**src/rtl/apb_uart_host.sv**
```systemverilog
// APB master that configures a 16550-style UART, then polls LSR to move bytes; each transfer is SETUP+ACCESS+one IDLE cycle.
// TX handshake completes on THR write ACCESS; RX holds one byte until rx_ready_i; PREADY low stalls everything.
module apb_uart_host #(
    parameter int          APB_ADDR_WIDTH = 12,
    parameter logic [15:0] DIVISOR        = 16'd27,
    parameter logic [7:0]  LCR_CFG        = 8'h03
) (
    input  logic                      CLK,
    input  logic                      RST,
    output logic [APB_ADDR_WIDTH-1:0] PADDR,
    output logic [31:0]               PWDATA,
    output logic                      PWRITE,
    output logic                      PSEL,
    output logic                      PENABLE,
    input  logic [31:0]               PRDATA,
    input  logic                      PREADY,
    input  logic                      PSLVERR,
    input  logic [7:0]                tx_data_i,
    input  logic                      tx_valid_i,
    output logic                      tx_ready_o,
    output logic [7:0]                rx_data_o,
    output logic                      rx_perr_o,
    output logic                      rx_valid_o,
    input  logic                      rx_ready_i,
    output logic                      init_done_o,
    output logic                      apb_err_o
);

    localparam logic [2:0] OP_LCR_DLAB = 3'd0;
    localparam logic [2:0] OP_DLL      = 3'd1;
    localparam logic [2:0] OP_DLM      = 3'd2;
    localparam logic [2:0] OP_LCR      = 3'd3;
    localparam logic [2:0] OP_FCR      = 3'd4;
    localparam logic [2:0] OP_LSR      = 3'd5;
    localparam logic [2:0] OP_RBR      = 3'd6;
    localparam logic [2:0] OP_THR      = 3'd7;

    localparam logic [2:0] REG_RBR = 3'd0;
    localparam logic [2:0] REG_DLM = 3'd1;
    localparam logic [2:0] REG_FCR = 3'd2;
    localparam logic [2:0] REG_LCR = 3'd3;
    localparam logic [2:0] REG_LSR = 3'd5;

    logic [2:0] op;
    logic [2:0] next_op;
    logic       lsr_perr;
    logic [2:0] idx;
    logic       wr;
    logic [7:0] wdat;
    logic       done;
    logic       unused_prdata;

    assign unused_prdata = ^PRDATA[31:8];
    assign done          = PSEL & PENABLE & PREADY;
    assign tx_ready_o    = done && (op == OP_THR);

    // Address/data for the transfer about to be launched from IDLE.
    always_comb begin
        idx  = REG_LSR;
        wr   = 1'b0;
        wdat = 8'h00;
        case (next_op)
            OP_LCR_DLAB: begin idx = REG_LCR; wr = 1'b1; wdat = 8'h80;                 end
            OP_DLL:      begin idx = REG_RBR; wr = 1'b1; wdat = DIVISOR[7:0];          end
            OP_DLM:      begin idx = REG_DLM; wr = 1'b1; wdat = DIVISOR[15:8];         end
            OP_LCR:      begin idx = REG_LCR; wr = 1'b1; wdat = {1'b0, LCR_CFG[6:0]};  end
            OP_FCR:      begin idx = REG_FCR; wr = 1'b1; wdat = 8'h06;                 end
            OP_RBR:      begin idx = REG_RBR; wr = 1'b0;                               end
            OP_THR:      begin idx = REG_RBR; wr = 1'b1; wdat = tx_data_i;             end
            default:     begin idx = REG_LSR; wr = 1'b0;                               end
        endcase
    end

    always_ff @(posedge CLK or posedge RST) begin
        if (RST) begin
            PADDR       <= '0;
            PWDATA      <= '0;
            PWRITE      <= 1'b0;
            PSEL        <= 1'b0;
            PENABLE     <= 1'b0;
            rx_data_o   <= 8'h00;
            rx_perr_o   <= 1'b0;
            rx_valid_o  <= 1'b0;
            init_done_o <= 1'b0;
            apb_err_o   <= 1'b0;
            op          <= OP_LCR_DLAB;
            next_op     <= OP_LCR_DLAB;
            lsr_perr    <= 1'b0;
        end else begin
            if (rx_valid_o && rx_ready_i) begin
                rx_valid_o <= 1'b0;
            end
            if (!PSEL) begin
                PSEL   <= 1'b1;
                PADDR  <= APB_ADDR_WIDTH'(idx);
                PWRITE <= wr;
                PWDATA <= {24'h000000, wdat};
                op     <= next_op;
            end else if (!PENABLE) begin
                PENABLE <= 1'b1;
            end else if (PREADY) begin
                PSEL    <= 1'b0;
                PENABLE <= 1'b0;
                if (PSLVERR) begin
                    apb_err_o <= 1'b1;
                end
                case (op)
                    OP_LCR_DLAB, OP_DLL, OP_DLM, OP_LCR: begin
                        next_op <= op + 3'd1;
                    end
                    OP_FCR: begin
                        next_op     <= OP_LSR;
                        init_done_o <= 1'b1;
                    end
                    OP_LSR: begin
                        lsr_perr <= PRDATA[2];
                        // A held RX byte blocks further RBR reads; RX wins over TX.
                        if (PRDATA[0] && !rx_valid_o) begin
                            next_op <= OP_RBR;
                        end else if (PRDATA[5] && tx_valid_i) begin
                            next_op <= OP_THR;
                        end else begin
                            next_op <= OP_LSR;
                        end
                    end
                    OP_RBR: begin
                        rx_data_o  <= PRDATA[7:0];
                        rx_perr_o  <= lsr_perr;
                        rx_valid_o <= 1'b1;
                        next_op    <= OP_LSR;
                    end
                    default: begin
                        next_op <= OP_LSR;
                    end
                endcase
            end
        end
    end

endmodule

```
**config.mk**
```make
export PLATFORM = sky130hd
export DESIGN_NAME = apb_uart_host
export DESIGN_NICKNAME = d
export VERILOG_FILES = /design/src/rtl/apb_uart_host.sv
export SDC_FILE = /design/constraint.sdc
export NUM_CORES = 1
export LEC_CHECK = 0
export CAP_MARGIN = 20
export CORE_UTILIZATION = 35
export CTS_CLUSTER_DIAMETER = 100
export DETAILED_ROUTE_END_ITERATION = 16
export PLACE_DENSITY = 0.83
export SLEW_MARGIN = 20
export SYNTH_ARGS = -nofsm -noshare
export SYNTH_HDL_FRONTEND = slang
export SYNTH_SLANG_ARGS = --single-unit
export TNS_END_PERCENT = 20
```
**constraint.sdc**
```tcl
create_clock -name CLK -period 2.25 [get_ports CLK]
set_input_delay 0.45 -clock CLK [delete_from_list [all_inputs] [get_ports CLK]]
set_output_delay 0.45 -clock CLK [all_outputs]
set_load 0.05 [all_outputs]
```
==> results.sh, run 1 <==
export IMPL_outcome="finished clean"
export IMPL_num_antenna_cells=0
export IMPL_leakagePower_nw=1.04
export IMPL_via_per_inst=4.33
export IMPL_drive_gt1_share_pct=11.0
export IMPL_drv_slew=0
export IMPL_clk_pin_slew_ps=60
export IMPL_synth_cells=178
export IMPL_synthArstFlopShare_pct=100
export IMPL_cts_tree="built"
export IMPL_vias=1276
export IMPL_synthesis_area_mm2=0.00176
export IMPL_post_cts_resized=0
export IMPL_fillers=456
export IMPL_cts_buffers=5
export IMPL_holdCritPathClass="register to register"
export IMPL_power_mw=3.39
export IMPL_ir_drop_v=0.000731
export IMPL_synth_area_per_cell_um2=9.90
export IMPL_yosysSeqAreaShare_pct=46.9
export IMPL_syn_to_final_growth_pct=29.3
export IMPL_antenna_left=0
export IMPL_port_buffers=48
export IMPL_cts_max_path_buffers=2
export IMPL_grt_remaining_overflow=0
export IMPL_finalHoldViolations=0
export IMPL_finalWorstSetupSlack_ps=239
export IMPL_wl_um=3290
export IMPL_fin_crit_sh_pct=89.4
export IMPL_clkLatencyLatePin_ps=280
export IMPL_pre_cts_slack_ps=237
export IMPL_timing_slew_headroom_pct=65.8
export IMPL_cp_arrival_ps=1560
export IMPL_clock_skew_ps=3.38
export IMPL_antenna_found_initial=0
export IMPL_core_mm2=0.00479
export IMPL_drt_initial_drc_count=51
export IMPL_startpoint_type="input pin"
export IMPL_cp_required_ps=1800
export IMPL_grt_use_total_pct=14.3
export IMPL_setup_worst_path_end_class="output port"
export IMPL_route_detailed_drc=0
export IMPL_synth_top_area_share_pct=46.9
export IMPL_dr_pass1_iters=4
export IMPL_worst_pin_slew_ps=511
export IMPL_grt_pass1_vias=1209
export IMPL_yosys_area_top_type="dfrtp_1"
export IMPL_netlist_top_cells_count="buf_4, dfrtp_1, nand2_1"
export IMPL_cts_sinks=33
export IMPL_rows=25
export IMPL_die_h_um=72.9
export IMPL_dp_final_hpwl_um=2440
export IMPL_hold_buffers=0
export IMPL_synth_ff_type="dfrtp_1"
export IMPL_nets=279
export IMPL_ys_ff_latch=33
export IMPL_pin_count=106
export IMPL_htree_levels=2
export IMPL_cts_setup_buffers=0
export IMPL_wl_per_cell_um=11.1
export IMPL_grt_max_degree=34
export IMPL_post_synth_num_cell_types=27
export IMPL_rsz0062_at_grt="no"
export IMPL_ys_warnings_count=0
export IMPL_routabilityCongestion=0.803
export IMPL_critPathKind="input pin to output port"
export IMPL_drv_cap=0
export IMPL_power_per_cell_area_mw_per_mm2=1490
export IMPL_synth_edf_count=0
export IMPL_crit_fanout=4
export IMPL_start_util_pct=36.8
export IMPL_synthTopCellsByArea="dfrtp_1, buf_4, mux2_2"
export IMPL_fin_tns_setup_ps=0
export IMPL_grt_pass1_wl_um=5630
export IMPL_die_area_mm2=0.00532
export IMPL_fin_crit_ps=2010
export IMPL_die_x_um=72.9
export IMPL_cts_root_buf="clkbuf_8"
export IMPL_setup_violations=0
export IMPL_synth_most_common_cell="buf_4"
export IMPL_fmax_ghz=0.497
export IMPL_multi_input_area_um2=739
export IMPL_regArea_um2=826
==> cell families after synthesis <==
group / count (synthesis) / share of synthesized area [%]
buf+inv: 48 / 18.0
xor+xnor: 2 / 0.994
flops: 33 / 46.9
mux: 12 / 7.67
fa+ha+maj: 6 / 4.26
other cells: 1 / 0.213
compound gates: 28 / 9.02
simple gates: 48 / 13.0
==> power by group <==
group	switching, mW	internal (mW)
Sequential	0.239	0.843
Combinational	1.20	0.678
Clock	0.205	0.220
==> path summary, 6_finish.rpt <==
check | start | to | slack (ps) | cells after the start
max | PREADY | tx_ready_o | 240 | 4
min | apb_err_o | apb_err_o | 460 | 1
max reg2reg | op[0] | rx_data_o[0] | 710 | 5
min reg2reg | apb_err_o | apb_err_o | 460 | 1
max in group asynchronous | RST | PWDATA[2] | 1400 | 3
min in group asynchronous | RST | rx_data_o[7] | 550 | 3
==> worst max-delay path: stages <==
cell,delay (ps)
clkdlybuf4s50_1,520
and3_1,250
and2_1,190
buf_12,140
==> area by class of cell <==
cell class | count | area share [%]
repair buffers | 51 | 23.0
inverters | 7 | 1.15
flip-flops and latches | 33 | 36.2
multi-input cells | 129 | 32.5
well taps | 67 | 3.68
clock buffers | 8 | 3.51
==> layout by cell type (no fill, tap or decap), drive strengths merged, types with 6 or more instances in the layout <==
master / n
a21oi: 6
clkbuf: 8
clkdlybuf4s50: 46
conb: 33
dfrtp: 33
ha: 6
inv: 7
mux2: 12
nand2: 21
nor2: 13
o21ai: 14
==> routing by layer <==
layer	vias to the layer above	global-route usage [%]	wire length (µm)
met5	-	0	0
met4	0	4.58	47
met3	6	7.18	260
met2	53	22.7	1580
met1	602	16.8	1400
li1	615	-	-
==> sequential cells by signal, summed over array words and instances, names as in the netlist <==
name	flops
PENABLE	1
apb_err_o	1
PADDR	3
PSEL	1
lsr_perr	1
next_op	3
rx_data_o	8
PWRITE	1
init_done_o	1
rx_perr_o	1
PWDATA	8
rx_valid_o	1
op	3
==> metrics by stage <==
| stage | hold slack (ps) | util (%) | instances | cell area (µm²) |
|---|---|---|---|---|
| 5_1_grt | 475 | 47.6 | 295 | 2280 |
| 4_1_cts | 463 | 47.6 | 295 | 2280 |
| 2_1_floorplan | 477 | - | 210 | 1880 |
| 6_report | 459 | 47.6 | 295 | 2280 |
| 3_5_place_dp | 449 | 45.9 | 287 | 2200 |
| 3_3_place_gp | 445 | 45.9 | 287 | 2200 |
(Power assumes the default switching activity.)
==> inputs of run 2 (changes only) <==
GPL_TIMING_DRIVEN = 1   (was default)
==> results of run 2 <==
Final layout, timing and power as in run 1 (identical DEF).
